===== src/rtl/gate_check_pkg.sv =====
// Shared types and constants for the gate truth checker.
// Holds state encoding and reference truth tables of basic gates.
package gate_check_pkg;

  typedef enum logic [1:0] {
    IDLE = 2'd0,
    WAIT = 2'd1,
    DONE = 2'd2
  } state_t;

  localparam int CNT_W = 8;

  localparam logic [3:0] EXP_OR   = 4'b1110;
  localparam logic [3:0] EXP_AND  = 4'b1000;
  localparam logic [3:0] EXP_NAND = 4'b0111;
  localparam logic [3:0] EXP_XOR  = 4'b0110;

endpackage


===== src/rtl/gate_settle_counter.sv =====
// Loadable 8-bit down-counter with a zero flag.
// Paces the idle cycles between applying and sampling a vector.
module gate_settle_counter
  import gate_check_pkg::*;
(
  input  logic             clk,
  input  logic             reset,
  input  logic             load,
  input  logic             dec,
  input  logic [CNT_W-1:0] load_val,
  output logic [CNT_W-1:0] count,
  output logic             zero
);

  // load has priority over decrement
  always_ff @(posedge clk or posedge reset) begin
    if (reset)
      count <= '0;
    else if (load)
      count <= load_val;
    else if (dec && count != '0)
      count <= count - 1'b1;
  end

  assign zero = (count == '0);

endmodule


===== config.mk =====
export PLATFORM = sky130hd
export DESIGN_NAME = gate_settle_counter
export DESIGN_NICKNAME = d
export VERILOG_FILES = /design/src/rtl/gate_check_pkg.sv /design/src/rtl/gate_settle_counter.sv
export SDC_FILE = /design/constraint.sdc
export NUM_CORES = 1
export LEC_CHECK = 0
export CAP_MARGIN = 10
export CORE_MARGIN = 4
export CORE_UTILIZATION = 35
export CTS_CLUSTER_DIAMETER = 80
export DETAILED_ROUTE_END_ITERATION = 10
export PLACE_DENSITY = 0.75
export SLEW_MARGIN = 20
export SYNTH_ARGS = -nofsm -noshare
export SYNTH_HDL_FRONTEND = slang
export SYNTH_SLANG_ARGS = --single-unit

===== constraint.sdc =====
create_clock -name clk -period 2.29 [get_ports clk]
set_input_delay 0.5725 -clock clk [delete_from_list [all_inputs] [get_ports clk]]
set_output_delay 0.5725 -clock clk [all_outputs]
set_load 0.005 [all_outputs]

After elaboration in Yosys (flattened, before gate mapping)
Cells that the tools add are included.
Operators by class
  shift-type cells: 0
  $mul: 0
  reduce and logical (&&, ||, !) cells: 4
  add/sub/neg operators: 1
  equality and inequality tests: 0
  div/mod/pow operators: 0
  mux-type cells: 2
  order comparisons: 0
  bitwise operators: 0
Operator list (number)
  8-bit 2-to-1 mux: 2
  8-bit zero test: 1
  8-bit nonzero test: 1
  8-bit by 1-bit subtractor with 8-bit output, second input constant: 1
  2-bit nonzero test: 1
  1-bit logical AND: 1
Word-level totals
  memories: 0
  output and inout port bits: 9
  bits in latches: 0
  memory bits (read-only): 0
  RAM bits: 0
  register bits after elaboration: 8
  logic and storage cells: 8
  input bits: 12

Depth between registers and ports, before layout
  depth in word-level cells: 4
  mapped depth: 6
  mapped depth without buffers: 6

Worst setup path after synthesis
Ideal clock, no wire load.
  path kind: register to output
  start: register count[0]
  end: output zero
  required time: 1.717 ns
  arrival time: 1.284 ns
  path slack: 0.434 ns
  cell stages (with the launch flop): 5
  path buffers: 0
  cell sequence: dfrtp_1 -> inv_1 -> ha_1 -> or4b_4 -> nor2_1
On the way
  longest elaborated chain between the ends: 1
Ends and longest elaborated chain
  start: declaration: line gate_settle_counter.sv:11  | output logic [CNT_W-1:0] count,
  start signal: assignment: line gate_settle_counter.sv:20  | count <= load_val;
  start signal: assignment: line gate_settle_counter.sv:22  | count <= count - 1'b1;
  8-bit zero test: line gate_settle_counter.sv:25  | assign zero = (count == '0);
  end: declaration: line gate_settle_counter.sv:12  | output logic zero
Every way passes these cells.

Worst setup path after layout
Same ends and word-level chain as after synthesis.

==> flow_summary.toml <==
[outcome]
status = "complete, no violations"

[synth]
yosys.area.top_type = "dfrtp_1"
ys_async_sr_fraction_pct = 100.0
synth_seq_cells = 8
synth_nets = 67
synth_area_leaders = "dfrtp_1, nand2_1, ha_1"
netlist.area_leader.share_pct = 40.40
synth_edf_count = 0
yosys_warnings = 0
ys_dominant_reg_cell = "dfrtp_1"
syn-cell-area_sq_um = 495.5
synth_cell_types = 28
yosysSeqAreaShare_pct = 40.40
syn_area_per_cell_sq_um = 9.349
synth_cells = 53

[clocking]
cts_root_buf = "clkbuf_4"
clkLatencyLatePin_ns = 0.26
cts.htree.levels = 1
clockBufferDepth = 2
cts.sinks = 8
cts_tree = "built"
clkTransAtPathRegs_ns = 0.06
cts_hold_buf = 0
post_cts_buffers = 0
numCtsBuffers = 3

[sta]
finalClockSkew_ns = 0.003389
setup_viol = 0
final-max-slew-violation-count = 0
relSlewSlack_pct = 57.00
timing.final.crit_share_pct = 94.33
hold_viol_final = 0
rsz0062_at_grt = "false"
holdWs_ns = 0.5633
fin_crit_ns = 2.160
tightestPinTransition_ns = 0.6360
fmax_ghz = 0.4629

[placed_design]
gp_congestion = 0.7759
io_buffers = 20
dp_hpwl_mm = 1.080

[floorplan]
dieArea_sq_um = 2082
die_h_microns = 45.63
core_area_sq_um = 1318
fp.dieW_microns = 45.63
ios = 21
start_util_pct = 37.61
num_rows = 13

[detailed_routing]
first_pass_iters = 4
wl_mm = 1.372
route.detailed.drc = 0
via_per_inst = 5.218
routedWlPerCell_microns = 13.58
routed-via-count = 527
drtIter0Drc = 20
drtAntennaViolNets = 0

[cells_and_area]
final_cell_mix = "clkdlybuf4s50_1, buf_4, nand2_1, dfrtp_1, o21ai_0"
seqCellArea_sq_um = 200.2
fillers = 124
largest_reg_flops = 8
diodes = 0
drive_gt1_share_pct = 24.42
reg_top3 = "count: 8 flops"
final_core_utilization_pct = 62.11
multi_input_area_sq_um = 287.8
mostFrequentLayoutCell = "clkdlybuf4s50_1"
regMostFlops = "count"
finalNetCount = 102
area_growth_pct = 65.15

[power_and_ir_drop]
p_total_w = 0.0004594
clkPwrFrac_pct = 24.4
peakVddDrop_v = 0.0003838
switchingPower_w = 0.0001361
p_per_area_nw_per_um2 = 561.4
internal-power_w = 0.0003233
p_seq_share_pct = 36.8
p_leak_nw = 0.3398
swShare_pct = 29.62
comb_power_share_pct = 38.7

[global_routing]
grt_use_total_pct = 17.24
grt_pass1_wl_mm = 2.449
antenna_found_initial = 0
grt_overflow = 0
grt_max_degree = 15
grt_pass1_vias = 572

[setup_path]
cp.arrival_ns = 1.59
critPathLaunchType = "flip-flop"
r2r_slack_ns = 0.30
endpoint_kind = "primary output"
reg2reg_from = "count[0]"
reg2regPathDepth = 7
cp.required_ns = 1.72
critPathKind = "flip-flop to primary output"
timing.rr.end = "count[1]"
crit_fanout = 2

[worst_hold_path]
hold_path.class = "input port to async pin"

[job]
drv_cap = 0
[how the worst max path moves through the flow]
| stage | to | slack (ns) | startpoint | cells after the start |
|---|---|---|---|---|
| global placement | zero | 0.01 | count[0] | 5 |
| floorplan | zero | 0.43 | count[0] | 4 |
| finish | zero | 0.13 | count[0] | 5 |
| detailed placement | zero | -0.01 | count[0] | 5 |
| CTS | zero | 0.01 | count[0] | 5 |
| global route | zero | 0.05 | count[0] | 5 |
[cell usage after synthesis, types with 2 or more instances]
| cell | n |
|---|---|
| nor2_1 | 2 |
| xor2_1 | 2 |
| o21ai_1 | 3 |
| nand2_1 | 8 |
| inv_1 | 3 |
| dfrtp_1 | 8 |
| ha_1 | 2 |
| o21ai_0 | 4 |
| xnor2_1 | 2 |
[repair_timing]
action                                 4_1_cts  5_1_grt
endpoints found under the hold margin        0        0
resized for setup                            3        3
setup endpoints to repair                    1        1
[critical path, stage by stage (launching register included)]
cell	delay, ns
dfrtp_1	0.38
inv_2	0.06
ha_1	0.15
or4b_4	0.49
nor2_4	0.13
clkbuf_2	0.12
[layer usage]
metal  GRT usage [%]  wire, microns  vias to the layer above
li1                -              -                      257
met1           20.63            561                      242
met2           25.63            673                       23
met3           3.162             97                        5
met4           15.79             40                        0
met5               0              0                        -
[per-stage QoR]
step	instance area (sq um)	setup WS (ns)	setup TNS [ns]	cells
detailed placement	793.3	-0.01127	-0.01127	98
global route	818.3	0.04790	0	101
finish	818.3	0.1299	0	101
global placement	793.3	0.01346	0	98
CTS	818.3	0.01082	0	101
floorplan	495.5	0.4337	0	53
[power by group through the flow]
stage	clock, W	combinational, W	sequential (W)
2_1_floorplan	0	0.0000624	0.000181
3_3_place_gp	0	0.000173	0.000171
3_5_place_dp	0	0.000176	0.000171
4_1_cts	0.000117	0.000178	0.000169
5_1_grt	0.000124	0.000199	0.000172
6_report	0.000112	0.000178	0.000169
[cells by family (layout without fill, tap and decap cells)]
group / Yosys count / count (layout) / share of synthesized area [%]
simple gates: 20 / 20 / 24.24
compound gates: 14 / 14 / 17.93
flops: 8 / 8 / 40.40
xor+xnor: 4 / 4 / 7.072
buf+inv: 4 / 37 / 3.029
fa+ha+maj: 2 / 2 / 5.050
mux: 1 / 1 / 2.273
[cell type report]
| cell class | count | share of cell area (%) |
|---|---|---|
| Tap cell | 15 | 2.294 |
| Multi-Input combinational cell | 41 | 35.17 |
| Inverter | 3 | 1.376 |
| Clock buffer | 3 | 2.752 |
| Timing Repair Buffer | 31 | 33.94 |
| Sequential cell | 8 | 24.46 |
Power figures use the tool's default switching activity.
